<file path="src/rtl/nasti_line_bridge.sv">
// Line-request to NASTI master bridge: each request becomes one INCR burst of LINE_BEATS beats.
// Optional feature macro NASTI_LINE_BRIDGE_ERR_EN: report bad resp codes / r.last mismatches on rsp_err.
module nasti_line_bridge #(
    parameter int unsigned ID_WIDTH   = 1,
    parameter int unsigned ADDR_WIDTH = 16,
    parameter int unsigned DATA_WIDTH = 128,
    parameter int unsigned USER_WIDTH = 1,
    parameter int unsigned LINE_BEATS = 4,
    parameter int unsigned MASTER_ID  = 0
) (
    input  logic                             clk,
    input  logic                             rst,
    // line request / completion
    input  logic                             req_valid,
    output logic                             req_ready,
    input  logic                             req_we,
    input  logic [ADDR_WIDTH-1:0]            req_addr,
    input  logic [LINE_BEATS*DATA_WIDTH-1:0] req_wdata,
    output logic                             rsp_valid,
    input  logic                             rsp_ready,
    output logic [LINE_BEATS*DATA_WIDTH-1:0] rsp_rdata,
    output logic                             rsp_err,
    // aw
    output logic                             aw_valid,
    input  logic                             aw_ready,
    output logic [ID_WIDTH-1:0]              aw_id,
    output logic [ADDR_WIDTH-1:0]            aw_addr,
    output logic [7:0]                       aw_len,
    output logic [2:0]                       aw_size,
    output logic [1:0]                       aw_burst,
    output logic [USER_WIDTH-1:0]            aw_user,
    // w
    output logic                             w_valid,
    input  logic                             w_ready,
    output logic [DATA_WIDTH-1:0]            w_data,
    output logic [DATA_WIDTH/8-1:0]          w_strb,
    output logic                             w_last,
    output logic [USER_WIDTH-1:0]            w_user,
    // b
    input  logic                             b_valid,
    output logic                             b_ready,
    input  logic [ID_WIDTH-1:0]              b_id,
    input  logic [1:0]                       b_resp,
    input  logic [USER_WIDTH-1:0]            b_user,
    // ar
    output logic                             ar_valid,
    input  logic                             ar_ready,
    output logic [ID_WIDTH-1:0]              ar_id,
    output logic [ADDR_WIDTH-1:0]            ar_addr,
    output logic [7:0]                       ar_len,
    output logic [2:0]                       ar_size,
    output logic [1:0]                       ar_burst,
    output logic [USER_WIDTH-1:0]            ar_user,
    // r
    input  logic                             r_valid,
    output logic                             r_ready,
    input  logic [ID_WIDTH-1:0]              r_id,
    input  logic [DATA_WIDTH-1:0]            r_data,
    input  logic [1:0]                       r_resp,
    input  logic                             r_last,
    input  logic [USER_WIDTH-1:0]            r_user
);

    localparam int unsigned LineW = LINE_BEATS * DATA_WIDTH;
    localparam int unsigned OffW  = $clog2(LineW / 8);
    localparam int unsigned BeatW = (LINE_BEATS > 1) ? $clog2(LINE_BEATS) : 1;
    localparam logic [ADDR_WIDTH-1:0] LowMask  = ADDR_WIDTH'((1 << OffW) - 1);
    localparam logic [BeatW-1:0]      LastBeat = BeatW'(LINE_BEATS - 1);

    typedef enum logic [2:0] {
        StIdle, StRdAddr, StRdData, StWrAddr, StWrData, StWrResp, StResp
    } state_e;

    state_e            state_q, state_d;
    logic [BeatW-1:0]  beat_q;
    logic [ADDR_WIDTH-1:0] addr_q;
    logic [LineW-1:0]  wdata_q;
    logic [LineW-1:0]  rdata_q;
    logic              req_hs, r_hs, w_hs, b_hs, last_beat;
    logic              unused_tags;

    assign req_hs    = req_valid && req_ready;
    assign r_hs      = r_valid && r_ready;
    assign w_hs      = w_valid && w_ready;
    assign b_hs      = b_valid && b_ready;
    assign last_beat = (beat_q == LastBeat);

    always_ff @(posedge clk or posedge rst) begin
        if (rst) begin
            state_q <= StIdle;
        end else begin
            state_q <= state_d;
        end
    end

    always_comb begin
        state_d = state_q;
        unique case (state_q)
            StIdle:   if (req_hs) state_d = req_we ? StWrAddr : StRdAddr;
            StRdAddr: if (ar_ready) state_d = StRdData;
            StRdData: if (r_hs && last_beat) state_d = StResp;
            StWrAddr: if (aw_ready) state_d = StWrData;
            StWrData: if (w_hs && last_beat) state_d = StWrResp;
            StWrResp: if (b_hs) state_d = StResp;
            StResp:   if (rsp_ready) state_d = StIdle;
            default:  state_d = StIdle;
        endcase
    end

    // req_ready is gated by rst so nothing is offered while reset is held
    always_comb begin
        req_ready = 1'b0;
        ar_valid  = 1'b0;
        aw_valid  = 1'b0;
        w_valid   = 1'b0;
        r_ready   = 1'b0;
        b_ready   = 1'b0;
        rsp_valid = 1'b0;
        unique case (state_q)
            StIdle:   req_ready = !rst;
            StRdAddr: ar_valid  = 1'b1;
            StRdData: r_ready   = 1'b1;
            StWrAddr: aw_valid  = 1'b1;
            StWrData: w_valid   = 1'b1;
            StWrResp: b_ready   = 1'b1;
            StResp:   rsp_valid = 1'b1;
            default:  ;
        endcase
    end

    always_ff @(posedge clk or posedge rst) begin
        if (rst) begin
            beat_q  <= '0;
            addr_q  <= '0;
            wdata_q <= '0;
            rdata_q <= '0;
        end else begin
            if (req_hs) begin
                addr_q <= req_addr & ~LowMask;
                beat_q <= '0;
                if (req_we) wdata_q <= req_wdata;
            end
            if (r_hs) begin
                rdata_q[beat_q*DATA_WIDTH +: DATA_WIDTH] <= r_data;
                beat_q <= beat_q + BeatW'(1);
            end
            if (w_hs) beat_q <= beat_q + BeatW'(1);
        end
    end

    assign aw_id    = ID_WIDTH'(MASTER_ID);
    assign aw_addr  = addr_q;
    assign aw_len   = 8'(LINE_BEATS - 1);
    assign aw_size  = 3'($clog2(DATA_WIDTH / 8));
    assign aw_burst = 2'b01;
    assign aw_user  = '0;
    assign ar_id    = ID_WIDTH'(MASTER_ID);
    assign ar_addr  = addr_q;
    assign ar_len   = 8'(LINE_BEATS - 1);
    assign ar_size  = 3'($clog2(DATA_WIDTH / 8));
    assign ar_burst = 2'b01;
    assign ar_user  = '0;
    assign w_data   = wdata_q[beat_q*DATA_WIDTH +: DATA_WIDTH];
    assign w_strb   = '1;
    assign w_last   = last_beat;
    assign w_user   = '0;
    assign rsp_rdata = rdata_q;

`ifdef NASTI_LINE_BRIDGE_ERR_EN
    logic err_q;

    // sticky for the current transaction, cleared when the next one is accepted
    always_ff @(posedge clk or posedge rst) begin
        if (rst) begin
            err_q <= 1'b0;
        end else if (req_hs) begin
            err_q <= 1'b0;
        end else if (r_hs && ((r_resp != 2'b00) || (r_last != last_beat))) begin
            err_q <= 1'b1;
        end else if (b_hs && (b_resp != 2'b00)) begin
            err_q <= 1'b1;
        end
    end

    assign rsp_err     = err_q;
    assign unused_tags = ^{b_id, b_user, r_id, r_user};
`else
    assign rsp_err     = 1'b0;
    assign unused_tags = ^{b_id, b_user, r_id, r_user, r_resp, b_resp, r_last};
`endif

endmodule

</file>
<file path="config.mk">
export PLATFORM = sky130hd
export DESIGN_NAME = nasti_line_bridge
export DESIGN_NICKNAME = d
export VERILOG_FILES = /design/src/rtl/nasti_line_bridge.sv
export SDC_FILE = /design/constraint.sdc
export NUM_CORES = 2
export LEC_CHECK = 0
export CELL_PAD_IN_SITES_DETAIL_PLACEMENT = 0
export CELL_PAD_IN_SITES_GLOBAL_PLACEMENT = 1
export CORE_AREA = 2 2 539 541
export CTS_BUF_LIST = sky130_fd_sc_hd__clkbuf_8
export DETAILED_ROUTE_END_ITERATION = 8
export DIE_AREA = 0 0 541 543
export HOLD_SLACK_MARGIN = 0.05
export PLACE_DENSITY = 0.45
export SLEW_MARGIN = 40
export SYNTH_ARGS = -nofsm -noshare
export SYNTH_HDL_FRONTEND = slang
export SYNTH_SLANG_ARGS = --single-unit
export TNS_END_PERCENT = 100
</file>
<file path="constraint.sdc">
create_clock -name clk -period 47 [get_ports clk]
set_clock_uncertainty 0.1 [all_clocks]
set_input_delay 9.4 -clock clk [delete_from_list [all_inputs] [get_ports clk]]
set_output_delay 9.4 -clock clk [all_outputs]
set_load 0.01 [all_outputs]
</file>
==> flow_summary.yaml <==
status:
  status: "complete, no violations"
setup_path:
  reg2reg_setup_slack_ns: 41.78
  cpMostUsedCell: "clkdlybuf4s50_1"
  crit_arrival_ns: 10.92
  crit_path_end_kind: "output port"
  endpoint: "req_ready"
  cp_slowest_cell: "clkdlybuf4s50_1"
  path_class: "input port to output port"
  critPathLaunchType: "input port"
  worstPathMaxFanout: 4
  max_stage_delay_ns: 0.63
  reg2reg_depth: 8
  worstSetupStartpoint: "rst"
  cp_cell_sequence: "clkdlybuf4s50_1 -> nor4_1 -> clkdlybuf4s50_1"
  cp.required_ns: 37.50
  reg2reg_to: "wdata_q[13]"
  reg2reg_from: "state_q[0]"
die:
  die_w_um: 541
  ios: 1403
  die-area_um2: 294000
  num_rows: 197
  die_h_um: 543
  start_util_pct: 15.2
  core_um2: 287000
route:
  wl_um: 208000
  vias: 32600
  antenna_left: 0
  drtPass1Iterations: 4
  initialDrtViolationCount: 1313
  viasPerCell: 3.66
  drc_errors: 0
  wl_per_cell_um: 23.4
layout:
  num-fill-cells: 30900
  syn_to_final_growth_pct: 48.6
  multi_input_area_um2: 15800
  drive_gt1_share_pct: 20.0
  seq_area_um2: 26000
  post-route-util_pct: 22.6
  final_cell_count_no_fill: 8910
  fin_nets: 5616
  stdcell_area_um2: 64900
logic_synthesis:
  avgSynthCellArea_um2: 12.1
  synth_cells: 3611
  synth.cell_area_um2: 43700
  synth_edf_count: 0
  ys.flop_type: "dfrtp_1"
  synth_top_area_share_pct: 59.5
  yosysSeqAreaShare_pct: 59.5
  synth-seq-cells: 1039
  yosysUniqueCellTypes: 34
  async_flop_share_pct: 100
  synth_area_leaders: "dfrtp_1, mux2_2, nand2_1"
  synth_area_leader_cell: "dfrtp_1"
  yosysMostFrequentCell: "dfrtp_1"
  ys_warn_count: 0
  synth.top_cells.by_count: "dfrtp_1, nand2_1, mux2_2, o21ai_0, o21ai_1"
timing:
  slew_violations: 0
  slew_headroom_pct: 39.7
  fmax_ghz: 0.0490
  setup_slack_ns: 26.58
  hold_viol: 0
  worst_slew_pin_slew_ns: 0.904
  finalSetupTns_ns: 0
  period_minus_slack_ns: 20.42
  period_share_pct: 43.5
  timing.hold.ws_ns: 0.375
  setup_violations: 0
  rsz0062_at_grt: "no"
placed_design:
  port_buffers: 1327
  place_hpwl_um: 158000
  place_inst: 8503
  dpl_cell_area_um2: 60500
  post-place-ws_ns: 26.53
  place.gp.congestion: 0.798
power_and_ir_drop:
  p_per_area_nw_per_um2: 63.9
  p_sw_mw: 1.50
  p_int_mw: 2.65
  comb_power_share_pct: 41.1
  clkPwrFrac_pct: 23.6
  p_leak_nw: 26.3
  swShare_pct: 36.2
  power.total_mw: 4.15
  ir_worst_vdd_v: 0.0000414
  p_seq_share_pct: 35.3
global_routing:
  antenna_found_initial: 129
  grt_pass1_wl_um: 285000
  grt_use_total_pct: 13.7
  grt_remaining_overflow: 0
  grt_pass1_vias: 33800
  grt_max_degree: 123
clock_network:
  cts_buffers: 210
  cts_tree: "built"
  htreeDepth: 4
  path_clk_slew_ns: 0.05
  clock_sinks: 1039
  post-cts-setup-buffer-count: 0
  ctsHoldBuffers: 0
  clk_latency_ns: 0.94
  cts_resized: 0
  clock_path_buffers: 4
  cts_root_buf: "clkbuf_8"
flow_run:
  maxCapViolations: 0
hold_path:
  min_path_cells: 2
  min_path_type: "flop to flop"
-- critical path, delay by kind of cell --
family	cells	cell delay (ns)
buf+inv	2	1.24
simple gates	1	0.27
-- power by group through the flow --
stage | combinational [mW] | clock, mW | sequential (mW)
6_report | 1.71 | 0.978 | 1.46
5_1_grt | 1.83 | 1.06 | 1.51
4_1_cts | 1.77 | 1.03 | 1.47
3_5_place_dp | 1.77 | 0 | 1.49
3_3_place_gp | 1.76 | 0 | 1.47
2_1_floorplan | 0.764 | 0 | 1.46
-- cell type report --
type	count	share of cell area (%)
flip-flops and latches	1039	40.1
multi-input cells	2297	24.3
repair buffers	1383	21.5
well taps	3781	7.29
clock buffers	272	5.77
clock inverters	103	0.910
diodes	30	0.116
inverters	5	0.0482
-- how the worst min path moves through the flow --
| stage | start | end | slack (ns) |
|---|---|---|---|
| final | rsp_rdata[255] | rsp_rdata[255] | 0.38 |
| after global routing | rsp_rdata[266] | rsp_rdata[266] | 0.40 |
| after CTS | rsp_rdata[255] | rsp_rdata[255] | 0.38 |
| after detailed placement | rsp_rdata[255] | rsp_rdata[255] | 0.37 |
| after global placement | rsp_rdata[391] | rsp_rdata[391] | 0.36 |
| after floorplan | wdata_q[256] | wdata_q[256] | 0.37 |
-- sequential cells by signal (all words and copies together), names as in the netlist --
signal / count
rsp_rdata: 512
wdata_q: 512
ar_addr: 10
state_q: 3
beat_q: 2
-- kinds of logic after synthesis --
| kind of cell | Yosys count | synth area share, % |
|---|---|---|
| simple gates | 1059 | 9.27 |
| fa+ha+maj | 5 | 0.143 |
| mux | 651 | 20.1 |
| other cells | 2 | 0.0172 |
| buf+inv | 333 | 4.97 |
| compound gates | 522 | 6.03 |
| flops | 1039 | 59.5 |
-- cells in the final DEF, fill, tap and decap left out, drive strengths merged, types with 17 or more instances in the layout --
| cell type | n |
|---|---|
| buf | 55 |
| inv | 86 |
| nand2 | 1034 |
| mux4 | 128 |
| conb | 60 |
| clkbuf | 273 |
| mux2 | 523 |
| dfrtp | 1039 |
| clkdlybuf4s50 | 1327 |
| o21ai | 514 |
| clkinv | 17 |
| diode | 30 |
-- per-layer routing --
metal	GRT usage [%]	share of wire, %	vias up
li1	-	-	14900
met3	6.75	10	465
met1	15.2	38	15900
met2	22.9	48	1207
met4	4.45	3.2	174
met5	0	0.54	-
(Power assumes the default switching activity.)
